===== src/rtl/seq_divider_pkg.sv =====
// -----------------------------------------------------------------------------
// divider_pkg
// Shared types and constants for the seq_divider block.
//   state_t       : controller states (IDLE, PREP, RUN, FIX, DONE)
//   calc_steps()  : number of RUN iterations for a given width / radix
//   DBZ_QUOTIENT  : quotient pattern returned on divide-by-zero (all ones);
//                   users slice the low WIDTH bits.
// -----------------------------------------------------------------------------
package divider_pkg;

  typedef enum logic [2:0] {
    IDLE = 3'd0,
    PREP = 3'd1,
    RUN  = 3'd2,
    FIX  = 3'd3,
    DONE = 3'd4
  } state_t;

  localparam int MAX_WIDTH = 256;

  localparam logic [MAX_WIDTH-1:0] DBZ_QUOTIENT = '1;

  function automatic int calc_steps(input int width, input int bits_per_cycle);
    return width / bits_per_cycle;
  endfunction

endpackage


===== src/rtl/seq_divider_div_step.sv =====
// -----------------------------------------------------------------------------
// div_step
// One combinational restoring-division step.
//   partial_rem : running remainder, always < divisor on entry
//   in_bit      : next dividend bit shifted in at the LSB
//   divisor     : divisor magnitude (non-zero)
//   next_rem    : remainder after this step
//   q_bit       : quotient bit produced by this step
// -----------------------------------------------------------------------------
module div_step #(
  parameter int WIDTH = 32
) (
  input  logic [WIDTH-1:0] partial_rem,
  input  logic             in_bit,
  input  logic [WIDTH-1:0] divisor,
  output logic [WIDTH-1:0] next_rem,
  output logic             q_bit
);

  logic [WIDTH:0]   trial;
  logic [WIDTH+1:0] diff;
  logic             unused_top_bits;

  assign trial = {partial_rem, in_bit};
  // One extra MSB so the borrow of trial - divisor is visible.
  assign diff  = {1'b0, trial} - {2'b00, divisor};
  assign q_bit = ~diff[WIDTH+1];

  // Since partial_rem < divisor, trial < 2*divisor: the kept value always
  // fits in WIDTH bits, so the top bits of trial/diff never matter.
  assign next_rem = q_bit ? diff[WIDTH-1:0] : trial[WIDTH-1:0];

  assign unused_top_bits = diff[WIDTH] ^ trial[WIDTH];

endmodule


===== src/rtl/seq_divider.sv =====
// -----------------------------------------------------------------------------
// seq_divider
// Multi-cycle restoring integer divider, one division in flight at a time.
// Retires BITS_PER_CYCLE quotient bits per RUN cycle.
//
// Optional feature macro: SEQ_DIVIDER_SIGNED_EN
//   defined   : in_signed honoured (two's complement operands, quotient
//               truncated toward zero, remainder takes the dividend's sign)
//   undefined : operands always unsigned; PREP/FIX only pass data through
//
// Ports
//   clk, reset            : clock, asynchronous active-high reset
//   in_valid / in_ready   : request handshake (in_ready high only in IDLE)
//   in_signed             : signed request, sampled at accept
//   dividend, divisor     : operands, sampled at accept
//   out_valid / out_ready : result handshake (result held until accepted)
//   quotient, remainder   : result
//   div_by_zero           : result produced with divisor == 0
//                           (quotient all ones, remainder = dividend)
// -----------------------------------------------------------------------------
module seq_divider
  import divider_pkg::*;
#(
  parameter int WIDTH          = 32,
  parameter int BITS_PER_CYCLE = 1
) (
  input  logic             clk,
  input  logic             reset,
  input  logic             in_valid,
  output logic             in_ready,
  input  logic             in_signed,
  input  logic [WIDTH-1:0] dividend,
  input  logic [WIDTH-1:0] divisor,
  output logic             out_valid,
  input  logic             out_ready,
  output logic [WIDTH-1:0] quotient,
  output logic [WIDTH-1:0] remainder,
  output logic             div_by_zero
);

  localparam int STEPS = calc_steps(WIDTH, BITS_PER_CYCLE);
  localparam int CNT_W = (STEPS > 1) ? $clog2(STEPS) : 1;

  state_t           state;
  logic [CNT_W-1:0] cnt;

  logic [WIDTH-1:0] dvd_raw;   // dividend as accepted
  logic [WIDTH-1:0] dsr_raw;   // divisor as accepted
  logic [WIDTH-1:0] q_r;       // dividend bits shift out, quotient bits shift in
  logic [WIDTH-1:0] rem_r;     // partial remainder
  logic [WIDTH-1:0] d_r;       // divisor magnitude

  logic [WIDTH-1:0] prep_q;
  logic [WIDTH-1:0] prep_d;
  logic [WIDTH-1:0] fix_q;
  logic [WIDTH-1:0] fix_r;

  logic             dsr_zero;

  logic [WIDTH-1:0]          rem_chain [0:BITS_PER_CYCLE];
  logic [BITS_PER_CYCLE-1:0] q_bits;
  logic [WIDTH-1:0]          q_shift;
  logic [WIDTH-1:0]          q_next;

  assign in_ready = (state == IDLE);
  assign dsr_zero = (dsr_raw == '0);

  // ---- PREP / FIX sign handling ----------------------------------------------
`ifdef SEQ_DIVIDER_SIGNED_EN
  logic sgn_r;
  logic neg_q_r;
  logic neg_r_r;
  logic signed [WIDTH-1:0] dvd_s;
  logic signed [WIDTH-1:0] dsr_s;

  function automatic logic [WIDTH-1:0] negate(input logic [WIDTH-1:0] v);
    return {WIDTH{1'b0}} - v;
  endfunction

  // Magnitude in WIDTH-bit unsigned form; MIN_INT maps to 2^(WIDTH-1).
  function automatic logic [WIDTH-1:0] magnitude(input logic signed [WIDTH-1:0] v);
    return (v < 0) ? negate(v) : v;
  endfunction

  assign dvd_s = dvd_raw;
  assign dsr_s = dsr_raw;

  always_comb begin
    prep_q = sgn_r ? magnitude(dvd_s) : dvd_raw;
    prep_d = sgn_r ? magnitude(dsr_s) : dsr_raw;
    fix_q  = neg_q_r ? negate(q_r) : q_r;
    fix_r  = neg_r_r ? negate(rem_r) : rem_r;
  end

  always_ff @(posedge clk or posedge reset) begin
    if (reset) begin
      sgn_r   <= 1'b0;
      neg_q_r <= 1'b0;
      neg_r_r <= 1'b0;
    end else begin
      if (state == IDLE && in_valid) begin
        sgn_r <= in_signed;
      end
      if (state == PREP) begin
        neg_q_r <= sgn_r & (dvd_raw[WIDTH-1] ^ dsr_raw[WIDTH-1]);
        neg_r_r <= sgn_r & dvd_raw[WIDTH-1];
      end
    end
  end
`else
  logic unused_in_signed;

  assign unused_in_signed = in_signed;

  always_comb begin
    prep_q = dvd_raw;
    prep_d = dsr_raw;
    fix_q  = q_r;
    fix_r  = rem_r;
  end
`endif

  // ---- RUN: cascade of restoring steps ---------------------------------------
  assign rem_chain[0] = rem_r;

  for (genvar k = 0; k < BITS_PER_CYCLE; k++) begin : g_step
    div_step #(
      .WIDTH(WIDTH)
    ) u_step (
      .partial_rem(rem_chain[k]),
      .in_bit     (q_r[WIDTH-1-k]),
      .divisor    (d_r),
      .next_rem   (rem_chain[k+1]),
      .q_bit      (q_bits[BITS_PER_CYCLE-1-k])
    );
  end

  assign q_shift = q_r << BITS_PER_CYCLE;
  assign q_next  = q_shift | WIDTH'(q_bits);

  // ---- controller and registered outputs -------------------------------------
  always_ff @(posedge clk or posedge reset) begin
    if (reset) begin
      state       <= IDLE;
      cnt         <= '0;
      dvd_raw     <= '0;
      dsr_raw     <= '0;
      q_r         <= '0;
      rem_r       <= '0;
      d_r         <= '0;
      out_valid   <= 1'b0;
      quotient    <= '0;
      remainder   <= '0;
      div_by_zero <= 1'b0;
    end else begin
      case (state)
        IDLE: begin
          if (in_valid) begin
            dvd_raw <= dividend;
            dsr_raw <= divisor;
            state   <= PREP;
          end
        end
        PREP: begin
          q_r   <= prep_q;
          d_r   <= prep_d;
          rem_r <= '0;
          cnt   <= CNT_W'(STEPS - 1);
          state <= dsr_zero ? FIX : RUN;
        end
        RUN: begin
          q_r   <= q_next;
          rem_r <= rem_chain[BITS_PER_CYCLE];
          if (cnt == '0) begin
            state <= FIX;
          end else begin
            cnt <= cnt - CNT_W'(1);
          end
        end
        FIX: begin
          if (dsr_zero) begin
            quotient    <= DBZ_QUOTIENT[WIDTH-1:0];
            remainder   <= dvd_raw;
            div_by_zero <= 1'b1;
          end else begin
            quotient    <= fix_q;
            remainder   <= fix_r;
            div_by_zero <= 1'b0;
          end
          out_valid <= 1'b1;
          state     <= DONE;
        end
        DONE: begin
          if (out_ready) begin
            out_valid <= 1'b0;
            state     <= IDLE;
          end
        end
        default: state <= IDLE;
      endcase
    end
  end

endmodule


===== config.mk =====
export PLATFORM = sky130hd
export DESIGN_NAME = seq_divider
export DESIGN_NICKNAME = d
export VERILOG_FILES = /design/src/rtl/seq_divider_pkg.sv /design/src/rtl/seq_divider_div_step.sv /design/src/rtl/seq_divider.sv
export SDC_FILE = /design/constraint.sdc
export NUM_CORES = 1
export LEC_CHECK = 0
export BUFFER_PORTS_ARGS = -buffer_cell sky130_fd_sc_hd__buf_4
export CORE_ASPECT_RATIO = 0.8
export CORE_MARGIN = 2
export CORE_UTILIZATION = 42
export CTS_CLUSTER_SIZE = 20
export DETAILED_ROUTE_END_ITERATION = 10
export MAX_ROUTING_LAYER = met4
export SETUP_SLACK_MARGIN = 0.05
export SYNTH_ARGS = -nofsm -noshare
export SYNTH_HDL_FRONTEND = slang
export SYNTH_SLANG_ARGS = --single-unit
export TNS_END_PERCENT = 10

===== constraint.sdc =====
create_clock -name clk -period 11.4 [get_ports clk]
set_input_delay 2.28 -clock clk [delete_from_list [all_inputs] [get_ports clk]]
set_output_delay 2.28 -clock clk [all_outputs]
set_load 0.03 [all_outputs]

Word level (Yosys, flattened, before mapping)
Index checks and enable logic that the tools add are counted.
{"block": "word_totals", "register_bits": 234, "latch_bits": 0, "mem_bits_rw": 0, "rom_bits": 0, "in_bits": 69, "out_inout_bits": 67, "memories": 0}
{"block": "classes", "addsub": 2, "multipliers": 0, "div_mod_pow": 0, "magnitude_cmp": 0, "eq_ne": 8, "n_shift": 0, "n_mux": 15, "n_bitwise": 2, "n_reduce_logical": 9}
{"operator": "$pmux W32 S2", "count": 2}
{"operator": "$mux W32", "count": 3}
{"operator": "$sub A33 B32 Y34", "count": 1}
{"operator": "$logic_not A32 Y1", "count": 1}
{"operator": "$or A32 B1 Y32", "count": 1}
{"operator": "$pmux W3 S5", "count": 1}
{"operator": "$pmux W5 S2", "count": 1}
{"operator": "$mux W3", "count": 3}
{"operator": "$ne A2 B2 Y1 const B", "count": 4}
{"operator": "$eq A3 B2 Y1 const B", "count": 2}
{"operator": "$reduce_and A2 Y1", "count": 3}
{"operator": "$logic_not A5 Y1", "count": 1}
{"operator": "$mux W5", "count": 1}
{"operator": "$sub A5 B1 Y5 const B", "count": 1}
{"operator": "$reduce_bool A2 Y1", "count": 2}
{"operator": "$eq A3 B1 Y1 const B", "count": 1}
{"operator": "$eq A3 B3 Y1 const B", "count": 1}
{"operator": "$logic_not A3 Y1", "count": 1}
{"operator": "$mux W1", "count": 3}
{"operator": "$reduce_and A3 Y1", "count": 1}
{"operator": "$pmux W1 S2", "count": 1}
{"operator": "$not A1 Y1", "count": 1}

Logic depth before layout (Yosys ltp)
{"block": "logic_depth", "word_depth": 4, "depth_mapped": 13}

By module
Synthesis repeated with hierarchy kept, for this count alone.
{"block": "unflattened", "hier_cells": 1242, "hier_area_um2": 11912.7}
{"mod": "seq_divider", "instances": 1, "cells_per_inst": 868, "area_each_um2": 9551.7, "seq_area_each_um2": 5855.6}
{"mod": "div_step", "instances": 1, "cells_per_inst": 374, "area_each_um2": 2361.0, "seq_area_each_um2": 0.0}

Worst setup path after synthesis
OpenSTA, ideal clock, no wires.
{"block": "synth_path", "path_kind": "reg2out", "startpoint": "register state[0]", "endpoint": "output in_ready", "t_arrival_ps": 1259, "t_required_ps": 9120, "path_slack_ps": 7861, "path_stages_with_launch": 3, "path_cell_list": "dfrtp_1 clkbuf_1 nor3_1"}
{"block": "synth_between", "elab_chain_cells": 1}
{"item": "from (decl)", "line": "seq_divider.sv:44", "text": "state_t state;"}
{"item": "from (signal assigned)", "line": "seq_divider.sv:169", "text": "state <= dsr_zero ? FIX : RUN;"}
{"item": "$logic_not A3 Y1", "line": "seq_divider.sv:65", "text": "assign in_ready = (state == IDLE);"}
{"item": "to (decl)", "line": "seq_divider.sv:30", "text": "output logic in_ready,"}
Every way passes these cells.

==> summary.txt <==
Place
  • Final HPWL DP: roughly 19000 µm
  • I/O Buffers: between 100 and 150
  • Placement Setup Slack: approximately 6.6 ns
  • Final estimated routing congestion in global placement: between 0.8 and 0.9
  • Placed insts: about 1600
  • Placed Area: 0.0126 mm²

Worst setup path
  • CP arrival: 4.64 ns
  • Reg2Reg Depth: 9
  • Worst Path Buf+Inv: 4
  • CP Cell Sequence: buf_4, inv_8, buf_4, buf_4
  • Critical path's top delay family: buffers and inverters
  • Most frequent CP cell: buf_4
  • Number of cells on the critical path: 4
  • Critical Path Start Type: input pin
  • Worst setup EP type: asynchronous set/reset pin
  • Critical path class: input pin to asynchronous set/reset pin
  • CP max stage delay: between 0.8 and 0.9 ns
  • Crit-path max FO: around 90
  • Critical path's slowest cell: buf_4
  • Worst EP required: between 10 and 15 ns

Global route
  • Vias in the first global route: around 8600
  • Grt total ovfl: 0
  • Initial antenna violation count: 1
  • First-pass GRT wire length: 46100 µm
  • Pin count of the biggest net entering global routing: 95
  • Tot GR Track Use: 0.207

Logic synthesis
  • Synth Net Count: around 1200
  • Synth top area share: 0.518
  • Most common library cells after synthesis: dfrtp_1 (234), nand2_1 (208), o21ai_0 (113)
  • Gate Count Post-Synth: 1140
  • Syn avg cell area: around 10 µm²
  • Post-synth top area cell: dfrtp_1
  • Main flop type after synthesis: dfrtp_1
  • Synth warn: 0
  • Synthesized area: 0.0113 mm²
  • Leading cell type by number of instances after synthesis: dfrtp_1
  • Asr flop ratio synth: 1.00
  • Post-synthesis sequential area ratio: 0.518
  • Seq cells post-synth: 234
  • Post-synth cell types: around 60
  • Synth area leaders: dfrtp_1 (52%), nand2_1 (6.9%), mux2_2 (6.5%)
  • EDFF count, synth: 0

Die
  • Core box area: approximately 0.026 mm²
  • Ports: between 100 and 150
  • Die Ht: about 150 µm
  • Die width: ~190 µm
  • Initial Util: 0.429
  • Die ar.: 0.0283 mm²
  • Row Count: between 50 and 60

Final layout
  • Register Area: 0.00586 mm²
  • Final core occ: 0.508
  • Layout Nets: about 1300
  • Multi-input logic area: ~0.005 mm²
  • Share of layout cells above drive strength 1: 0.210
  • Non-Filler Instances: roughly 1600
  • Fin area: roughly 0.013 mm²
  • # fillers: 2478
  • Area growth from synthesis to layout: 18.4%

Timing
  • Max Clock Freq: about 240 MHz
  • Skew final: roughly 0.015 ns
  • Worst-Margin Slew: between 1 and 1.5 ns
  • Rel. slew slack: 0.271
  • Final setup fails: 0
  • Hold WS: 0.477 ns
  • Final worst path period need: ~4.1 ns
  • Slew Viols, Final: 0
  • Setup tns final: 0 ns
  • Hold Violations, Final: 0
  • Setup WS post-layout: ~7.3 ns
  • Tcrit/Tclk final: 0.361
  • RSZ-0062 raised after global routing: no

Worst hold path
  • Hold path depth: 2
  • Worst Hold Class: register to register

Power
  • Peak supply drop: a little under 200 µV
  • Total power: between 4 and 5 mW
  • Lkg Pwr: around 6.2 nW
  • Pwr dens: 317 mW/mm²

Clock network
  • H-tree depth: 1
  • # clock sinks: approximately 230
  • Clk root buf: clkbuf_16
  • # hold bufs at CTS: 0
  • Clk_lat worst skew: 0.53 ns
  • Reg clk slew, reported paths: around 0.06 ns
  • CTS max path bufs: 3
  • Num CTS Buffers: 25
  • CTS tree: yes
  • Post-CTS Setup Bufs: 0
  • # resized after CTS: 0

Route
  • DR iter-0 viols: 477
  • DR vias: 8576
  • Wire per inst: 17.1 µm
  • Post-DRT Antenna Nets: 0
  • First-pass iteration count of the detailed router: 5
  • Total wire length: 27600 µm
  • DRC: 0
  • Vias/cell: about 5.3

Job
  • Max Cap Viol: 0

Run status
  • Status: finished, final reports clean
cell usage in the layout, fill, tap and decap left out, types with 3 or more instances in the layout:
cell	netlist	layout
xnor2_1	15	15
mux2_2	65	65
buf_4	1	143
nor4_1	10	10
mux2i_1	32	32
a22oi_1	30	30
clkbuf_16	0	25
nor2b_1	5	4
a32oi_1	11	11
o21ai_0	113	113
a21o_1	15	15
o211ai_1	6	6
and3_1	3	3
xor2_1	12	12
a2111oi_0	3	3
clkbuf_8	0	5
dfrtp_1	234	234
inv_1	46	45
clkbuf_1	56	3
ha_1	34	34
clkinv_2	0	8
nor2_1	51	49
nand2_1	208	207
o31ai_1	7	7
o21a_1	5	5
nor3_1	8	8
o22ai_1	5	5
nand3_1	66	66
a21oi_1	30	30
nand4_1	6	6
a31oi_1	6	6
nand2b_1	5	5
metal layers:
| layer | routed length (µm) | vias to the layer above | track usage |
|---|---|---|---|
| li1 | - | 4206 | - |
| met1 | 13100 | 4167 | 0.291 |
| met2 | 12800 | 159 | 0.322 |
| met3 | 1100 | 44 | 0.0269 |
| met4 | 576 | 0 | 0.0457 |
| met5 | 0 | - | - |
flip-flops by register name (all words and copies together), names as in the netlist:
| signal | count |
|---|---|
| fix_r | 32 |
| state | 3 |
| d_r | 32 |
| remainder | 32 |
| quotient | 32 |
| fix_q | 32 |
| out_valid | 1 |
| cnt | 5 |
| dsr_raw | 32 |
| dvd_raw | 32 |
| div_by_zero | 1 |
cell type report:
type	count	area share
well taps	357	0.0333
inverters	46	0.0134
multi-input cells	791	0.375
flip-flops and latches	234	0.437
clock buffers	33	0.0527
clock inverters	11	0.00812
diodes	1	0.000187
repair buffers	143	0.0801
power by group:
part	internal [mW]	switching (mW)	total (mW)
logic	0.767	1.21	1.98
registers	1.19	0.268	1.46
clock network	0.479	0.334	0.813
final timing paths:
| path | from | endpoint | slack, ns |
|---|---|---|---|
| min | remainder[1] | remainder[1] | 0.48 |
| min in group asynchronous | reset | dsr_raw[1] | 1.84 |
| max reg2reg | fix_r[11] | fix_r[26] | 7.82 |
| min reg2reg | remainder[1] | remainder[1] | 0.48 |
| max | reset | fix_r[27] | 7.29 |
| max in group clk | state[0] | in_ready | 7.60 |
kinds of logic (layout without fill, tap and decap cells):
kind of cell	Yosys count	count (layout)	share of synthesized area
compound gates	255	255	0.143
other cells	0	1	0
buf+inv	115	233	0.0412
mux	97	97	0.0930
fa+ha+maj	35	35	0.0394
xor+xnor	27	27	0.0209
flops	234	234	0.518
simple gates	377	377	0.145
worst register-to-register path, cell delays in order, from the launching register on:
cell       delay, ns
dfrtp_1         0.45
ha_1            0.40
nand2_1         0.13
nor3_2          0.29
o2111ai_1       0.20
nand3_2         0.19
a31oi_4         0.18
o311ai_4        0.96
nand2_1         0.40
o21ai_0         0.29
Note: power is estimated with default switching activity, not from simulation.
